--- config.mk ---
export PLATFORM = sky130hd
export DESIGN_NAME = spi_reg_bank
export DESIGN_NICKNAME = d
export VERILOG_FILES = /design/src/rtl/spi_reg_bank.sv
export SDC_FILE = /design/constraint.sdc
export NUM_CORES = 1
export LEC_CHECK = 0
export BUFFER_PORTS_ARGS = -buffer_cell sky130_fd_sc_hd__buf_2
export CORE_MARGIN = 2
export CORE_UTILIZATION = 55
export CTS_CLUSTER_DIAMETER = 30
export DETAILED_ROUTE_END_ITERATION = 6
export PLACE_DENSITY_LB_ADDON = 0.15
export SLEW_MARGIN = 10
export SYNTH_ARGS = -nofsm -noshare
export SYNTH_HDL_FRONTEND = slang
export SYNTH_SLANG_ARGS = --single-unit
export TNS_END_PERCENT = 100
--- constraint.sdc ---
create_clock -name clk -period 13.95 [get_ports clk]
set_input_delay 2.0925 -clock clk [delete_from_list [all_inputs] [get_ports clk]]
set_output_delay 2.0925 -clock clk [all_outputs]
set_load 0.01 [all_outputs]
--- src/rtl/spi_reg_bank.sv ---
// SPI-addressed register bank: ID, control, sticky status, parameters and a coefficient commit path.
// Define STATUS_CLEAR_ON_READ_EN to make status clear-on-read; otherwise status is write-1-to-clear.
module spi_reg_bank #(
  parameter int           ADDR_BITS = 7,
  parameter int           DATA_BITS = 8,
  parameter logic [7:0]   ID_VALUE  = 8'hA5
) (
  input  logic                 clk,
  input  logic                 reset,
  input  logic [ADDR_BITS-1:0] spi_addr,
  input  logic                 spi_write_stb,
  input  logic [DATA_BITS-1:0] spi_write_data,
  input  logic                 spi_read_stb,
  output logic [DATA_BITS-1:0] spi_read_data,
  output logic [7:0]           ctrl,
  output logic [63:0]          param_bus,
  input  logic [5:0]           status_evt,
  output logic                 coef_valid,
  input  logic                 coef_ready,
  output logic [7:0]           coef_addr,
  output logic [23:0]          coef_data
);

  localparam logic [ADDR_BITS-1:0] A_ID     = ADDR_BITS'(8'h00);
  localparam logic [ADDR_BITS-1:0] A_CTRL   = ADDR_BITS'(8'h01);
  localparam logic [ADDR_BITS-1:0] A_STATUS = ADDR_BITS'(8'h02);
  localparam logic [ADDR_BITS-1:0] A_CADDR  = ADDR_BITS'(8'h03);
  localparam logic [ADDR_BITS-1:0] A_STG0   = ADDR_BITS'(8'h10);
  localparam logic [ADDR_BITS-1:0] A_STG1   = ADDR_BITS'(8'h11);
  localparam logic [ADDR_BITS-1:0] A_STG2   = ADDR_BITS'(8'h12);
  localparam logic [ADDR_BITS-1:0] A_COMMIT = ADDR_BITS'(8'h13);

  typedef enum logic {IDLE, PENDING} state_e;

  state_e               state_q, state_d;
  logic [7:0]           ctrl_q, ctrl_d;
  logic [7:0]           caddr_q, caddr_d;
  logic [7:0]           stage0_q, stage0_d, stage1_q, stage1_d, stage2_q, stage2_d;
  logic [63:0]          param_q, param_d;
  logic [5:0]           evt_q, evt_d;
  logic                 ovf_q, ovf_d;
  logic                 coef_valid_q, coef_valid_d;
  logic [7:0]           coef_addr_q, coef_addr_d;
  logic [23:0]          coef_data_q, coef_data_d;
  logic [DATA_BITS-1:0] read_data_q, read_data_d;

  logic [7:0] wdata;
  logic [7:0] rd_val;
  logic       param_hit;
  logic [5:0] evt_clr;
  logic       ovf_clr;
  logic       ovf_set;

  assign wdata     = spi_write_data[7:0];
  assign param_hit = (spi_addr[ADDR_BITS-1:3] == (ADDR_BITS-3)'(4));

  always_comb begin
    rd_val = 8'h00;
    case (spi_addr)
      A_ID:     rd_val = ID_VALUE;
      A_CTRL:   rd_val = ctrl_q;
      A_STATUS: rd_val = {ovf_q, coef_valid_q, evt_q};
      A_CADDR:  rd_val = caddr_q;
      A_STG0:   rd_val = stage0_q;
      A_STG1:   rd_val = stage1_q;
      A_STG2:   rd_val = stage2_q;
      default:  if (param_hit) rd_val = param_q[{spi_addr[2:0], 3'b000} +: 8];
    endcase
  end

  always_comb begin
    state_d      = state_q;
    ctrl_d       = ctrl_q;
    caddr_d      = caddr_q;
    stage0_d     = stage0_q;
    stage1_d     = stage1_q;
    stage2_d     = stage2_q;
    param_d      = param_q;
    coef_valid_d = coef_valid_q;
    coef_addr_d  = coef_addr_q;
    coef_data_d  = coef_data_q;
    read_data_d  = read_data_q;
    evt_clr      = 6'h00;
    ovf_clr      = 1'b0;
    ovf_set      = 1'b0;

    if (spi_read_stb) begin
      read_data_d = DATA_BITS'(rd_val);
`ifdef STATUS_CLEAR_ON_READ_EN
      if (spi_addr == A_STATUS) begin
        evt_clr = 6'h3F;
        ovf_clr = 1'b1;
      end
`endif
    end

    // Accept is applied before the write decode so a same-cycle write to 0x03 wins.
    if (state_q == PENDING && coef_ready) begin
      coef_valid_d = 1'b0;
      caddr_d      = caddr_q + 8'd1;
      state_d      = IDLE;
    end

    if (spi_write_stb) begin
      case (spi_addr)
        A_CTRL:   ctrl_d = wdata;
        A_STATUS: begin
`ifndef STATUS_CLEAR_ON_READ_EN
          evt_clr = wdata[5:0];
          ovf_clr = wdata[7];
`endif
        end
        A_CADDR:  caddr_d  = wdata;
        A_STG0:   stage0_d = wdata;
        A_STG1:   stage1_d = wdata;
        A_STG2:   stage2_d = wdata;
        A_COMMIT: begin
          if (state_q == IDLE) begin
            coef_data_d  = {stage2_q, stage1_q, stage0_q};
            coef_addr_d  = caddr_q;
            coef_valid_d = 1'b1;
            state_d      = PENDING;
          end else begin
            ovf_set = 1'b1;
          end
        end
        default:  if (param_hit) param_d[{spi_addr[2:0], 3'b000} +: 8] = wdata;
      endcase
    end

    // Sets are OR-ed in after clears so an event wins over a same-cycle clear.
    evt_d = (evt_q & ~evt_clr) | status_evt;
    ovf_d = (ovf_q & ~ovf_clr) | ovf_set;
  end

  always_ff @(posedge clk or posedge reset) begin
    if (reset) begin
      state_q      <= IDLE;
      ctrl_q       <= '0;
      caddr_q      <= '0;
      stage0_q     <= '0;
      stage1_q     <= '0;
      stage2_q     <= '0;
      param_q      <= '0;
      evt_q        <= '0;
      ovf_q        <= 1'b0;
      coef_valid_q <= 1'b0;
      coef_addr_q  <= '0;
      coef_data_q  <= '0;
      read_data_q  <= '0;
    end else begin
      state_q      <= state_d;
      ctrl_q       <= ctrl_d;
      caddr_q      <= caddr_d;
      stage0_q     <= stage0_d;
      stage1_q     <= stage1_d;
      stage2_q     <= stage2_d;
      param_q      <= param_d;
      evt_q        <= evt_d;
      ovf_q        <= ovf_d;
      coef_valid_q <= coef_valid_d;
      coef_addr_q  <= coef_addr_d;
      coef_data_q  <= coef_data_d;
      read_data_q  <= read_data_d;
    end
  end

  assign spi_read_data = read_data_q;
  assign ctrl          = ctrl_q;
  assign param_bus     = param_q;
  assign coef_valid    = coef_valid_q;
  assign coef_addr     = coef_addr_q;
  assign coef_data     = coef_data_q;

endmodule
After elaboration in Yosys (flattened, before gate mapping):

Cells that the tools add are included.

* logic and storage cells: 64
* latch bits: 0
* output and inout port bits: 113
* input port bits: 26
* ROM bits: 0
* memories kept: 0
* register bits: 153
* memory bits (writable): 0

* eq/ne operators: 8
* bitwise operators: 8
* divide/modulo/power cells: 0
* mux-type cells: 21
* magnitude comparators: 0
* $add $sub $neg: 2
* shift-type cells: 3
* reduce and logical (&&, ||, !) cells: 9
* multipliers: 0

Operators by type and width (count)
* $bwmux 64: 1
* $shift 8x8->64 const A: 1
* $shiftx 64x7->8: 1
* $shiftx 8x8->64: 1
* $pmux 8 s7: 1
* $mux 8: 4
* $eq 7x5->1 const B: 4
* $eq 7x2->1 const B: 2
* $mux 1: 13
* $mux 6: 2
* $add 8x1->8 const B: 1
* $neg 6->8: 1
* $reduce_and 2->1: 4
* $eq 7x1->1 const B: 1
* $logic_not 7->1: 1
* $reduce_or 7->1: 1
* $and 6x6->6: 1
* $not 6->6: 1
* $or 6x6->6: 1
* $reduce_and 3->1: 2
* $eq 4x3->1 const B: 1
* $not 1->1: 3
* $and 1x1->1: 1
* $logic_and 1x1->1: 1
* $or 1x1->1: 1

Depth between registers and ports, before layout:

* depth in word-level cells: 6
* gate-level depth with buffers: 10
* gate-level depth less buffers: 7

Worst setup path after synthesis:

OpenSTA, ideal clock, no wires.

* path kind: input-to-reg
* start point: input spi_addr[1]
* end point: register param_q[1], in the netlist param_bus[1]
* stages on the path: 9
* required time: 13.825 ns
* library setup time: 0.125 ns
* path buffers: 3
* slack: 9.439 ns
* arrival time: 4.386 ns
* path through: buf_2 buf_2 buf_2 inv_1 ha_1 ha_1 nand2b_2 nor4_4 mux2_2

* longest elaborated chain between the ends: 4
* elaborated cells between the ends (all ways): 14
* those cells by class: add/sub: 1; eq/ne: 7; shift: 2; mux: 1; bitwise: 1; reduce/logical: 2

RTL lines
* start: declaration: RTL line 10 `input logic [ADDR_BITS-1:0] spi_addr,`
* branches (longest 4 deep; another with $neg 6->8)
* end signal: assignment: RTL line 158 `param_q <= param_d;`
* end: declaration: RTL line 39 `logic [63:0] param_q, param_d;`

Several ways; the timed one is not identified.
A chain may end at the register's enable or synchronous reset.

Final worst setup path:

* start point: input spi_addr[1]
* end point: register param_q[62], in the netlist param_bus[62]

Same word-level chain as after synthesis.

==> results.yml <==
run_status:
  status: "completed"
worst_setup_path:
  rr_worst_depth: 3
  cp_max_fo: 39
  critPathRequiredTime_ns: 14.25
  startpoint_type: "input port"
  timing.rr.start: "state_q"
  ff2ff_setup_slack_ns: 12.22
  worstSetupPathType: "in -> reg"
  r2r-end: "coef_data[23]"
  setup.worst_path.end_class: "flip-flop"
  cp.arrival_ns: 5.01
route:
  drc: 0
  wl_per_cell_um: 21.53
  drtPass1Iterations: 5
  drt_iter0_markers: 335
  detail-route-antenna-nets: 0
  wl_mm: 18.28
  vias: 5027
  via_per_inst: 5.921
yosys:
  async_flop_share_pct: 100.0
  synth-compound-area-share_pct: 7.583
  synthMuxAreaShare_pct: 25.70
  netlist_instances: 538
  synth_edf_count: 0
  synth_area_sq_mm: 0.007112
  synth.ff_latch_count: 153
  synth.area.top_cells: "dfrtp_1 (54%), mux2_2 (21%), mux2i_1 (4.6%), a21oi_1 (1.1%), nand2_1 (1.1%)"
  postSynthAreaPerCell_sq_um: 13.22
  synth_top_family_by_area: "multiplexers"
  synthesis.nets: 570
  synth_ff_type: "dfrtp_1"
  yosysTopAreaCell: "dfrtp_1"
  ys_types: 49
  synth_simple_gate_area_share_pct: 8.110
  netlist.area_leader.share_pct: 53.84
  yosys_warnings: 0
  yosysSeqAreaShare_pct: 53.84
  synthAdderAreaFrac_pct: 1.056
  synthXorXnorAreaFrac_pct: 0.8621
min_path:
  holdPathStages: 1
  min-delay-start: "evt_q[5]"
  min_to: "evt_q[5]"
  hp-class: "reg -> reg"
global_routing:
  antenna_found_initial: 1
  grtUsageTotal_pct: 27.37
  grt_pass1_vias: 5092
  overflow: 0
  grt_max_degree: 81
  grt_pass1_wl_mm: 28.82
timing:
  hold_violations: 0
  finalSetupViolations: 0
  skew_ns: 0.004045
  finalSetupTns_ns: 0
  slew_headroom_pct: 31.01
  rsz0062_at_grt: "false"
  drv_slew: 0
  worst_slew_pin_slew_ns: 1.035
  finalCritPeriodShare_pct: 33.77
  timing.fmax_ghz: 0.2123
  fin_crit_ns: 4.710
run:
  cap_violations: 0
pwr:
  comb_power_share_pct: 10.3
  p_int_mw: 0.8531
  pwr-share-clk_pct: 44.8
  ir_drop_uv: 93.58
  pwr-share-seq_pct: 44.9
  powerDensity_mw_per_mm2: 131.5
  swShare_pct: 23.74
  p_sw_mw: 0.2656
  p_leak_nw: 4.442
floorplanning:
  die_w_um: 117.7
  fp.dieH_um: 117.7
  io_pins: 139
  coreArea_sq_mm: 0.01262
  row_count: 41
  start_util_pct: 56.36
  die-area_sq_mm: 0.01386
placed_design:
  gp_congestion: 0.9150
  dpl.hpwl_mm: 12.80
  portBuffers: 138
  placed_cells: 818
clocking:
  cts_tree: "done"
  numCtsBuffers: 17
  cts_num_sinks: 153
  clk_path_buf_depth: 2
  clk_latency_ns: 0.42
  post_cts_buffers: 0
  clock-root-buffer: "clkbuf_16"
  cts_hold_buf: 0
  clk_pin_slew_ns: 0.05
  htreeDepth: 4
  cts.repair.resized: 0
finish:
  fin_cells: 849
  syn2layout_area_growth_pct: 19.60
  fillerInstances: 965
  finalNetCount: 697
  drive_gt1_share_pct: 46.01
-- logic make-up (layout without fill, tap and decap cells) --
kind of cell,after synthesis,count (layout)
AND/OR/NAND/NOR,93,93
XOR/XNOR,7,7
adder cells (fa/ha/maj),6,6
flip-flops,153,153
other,0,1
AO/OA/AOI/OAI,74,74
multiplexers,166,166
buffers and inverters,39,177
-- power groups by stage --
| stage | sequential (mW) | combinational [mW] | clock, mW |
|---|---|---|---|
| after floorplan | 0.509 | 0.0634 | 0 |
| after global placement | 0.508 | 0.112 | 0 |
| after detailed placement | 0.510 | 0.115 | 0 |
| after CTS | 0.502 | 0.116 | 0.507 |
| after global routing | 0.506 | 0.125 | 0.528 |
| final | 0.502 | 0.115 | 0.501 |
-- flip-flops by register name (all words and copies together), names as in the netlist --
name / flops
caddr_q: 8
coef_addr: 8
coef_data: 24
coef_valid: 1
ctrl: 8
evt_q: 6
ovf_q: 1
param_bus: 64
spi_read_data: 8
stage0_q: 8
stage1_q: 8
stage2_q: 8
state_q: 1
-- how the worst max path moves through the flow --
stage,from,endpoint,slack [ns],cells past startpoint
6_report,spi_addr[1],param_bus[62],9.24,7
5_1_grt,spi_addr[1],param_bus[61],9.12,7
4_1_cts,spi_addr[1],param_bus[60],9.31,7
3_5_place_dp,spi_addr[1],param_bus[56],8.93,7
3_3_place_gp,spi_addr[1],param_bus[59],9.06,7
2_1_floorplan,reset,caddr_q[0],7.74,1
-- cell usage after synthesis, drive strengths merged, types with 5 or more instances --
master	count
dfrtp	153
mux2	133
mux2i	33
nand2	21
buf	19
nor2	18
a21oi	16
clkbuf	13
a211oi	10
a21o	8
and3	8
nor2b	8
a22oi	7
inv	7
nand3	7
nor3	7
nor4	7
ha	6
and2	5
nand2b	5
o21ai	5
xor2	5
-- routing by layer --
metal | vias up | share of wire (%) | GRT usage [%]
met3 | 41 | 6.0 | 5.862
met2 | 207 | 49 | 44.77
met1 | 2543 | 42 | 35.57
met4 | 0 | 3.0 | 11.30
met5 | - | 0 | 0
li1 | 2236 | - | -
-- placed cells by master, fill, tap and decap left out, types with 8 or more instances in the layout --
| master | n |
|---|---|
| dfrtp_1 | 153 |
| buf_2 | 138 |
| mux2_2 | 131 |
| mux2i_1 | 33 |
| nand2_1 | 21 |
| nor2_1 | 18 |
| clkbuf_16 | 17 |
| a21oi_1 | 16 |
| a211oi_1 | 10 |
| nor2b_1 | 8 |
| and3_1 | 8 |
| a21o_1 | 8 |
-- metrics by stage --
stage / worst slack, ns / power, mW / cell area (sq um) / utilization [%] / hold WS (ns)
floorplan: 7.736 / 0.5727 / 7112 / - / 0.4408
global placement: 9.063 / 0.6204 / 7861 / 62.29 / 0.4553
detailed placement: 8.934 / 0.6249 / 7861 / 62.29 / 0.4611
CTS: 9.308 / 1.126 / 8503 / 67.38 / 0.4737
global route: 9.121 / 1.159 / 8506 / 67.40 / 0.4808
finish: 9.240 / 1.119 / 8506 / 67.40 / 0.4719
-- cell type report --
class | count | area [sq um] | share of cell area, %
Sequential cell | 153 | 3829 | 45.01
Antenna cell | 1 | 2.502 | 0.02942
Inverter | 7 | 31.28 | 0.3678
Clock buffer | 22 | 474.2 | 5.575
Tap cell | 172 | 215.2 | 2.530
Multi-Input combinational cell | 346 | 3080 | 36.22
Clock inverter | 8 | 167.7 | 1.971
Timing Repair Buffer | 140 | 705.7 | 8.297
-- worst max-delay path: stages --
cell,delay (ns)
buf_2,0.77
inv_1,0.17
ha_1,0.28
ha_1,0.29
nor3_1,0.30
nor2b_1,0.68
mux2_2,0.42
Note: power is estimated with default switching activity, not from simulation.
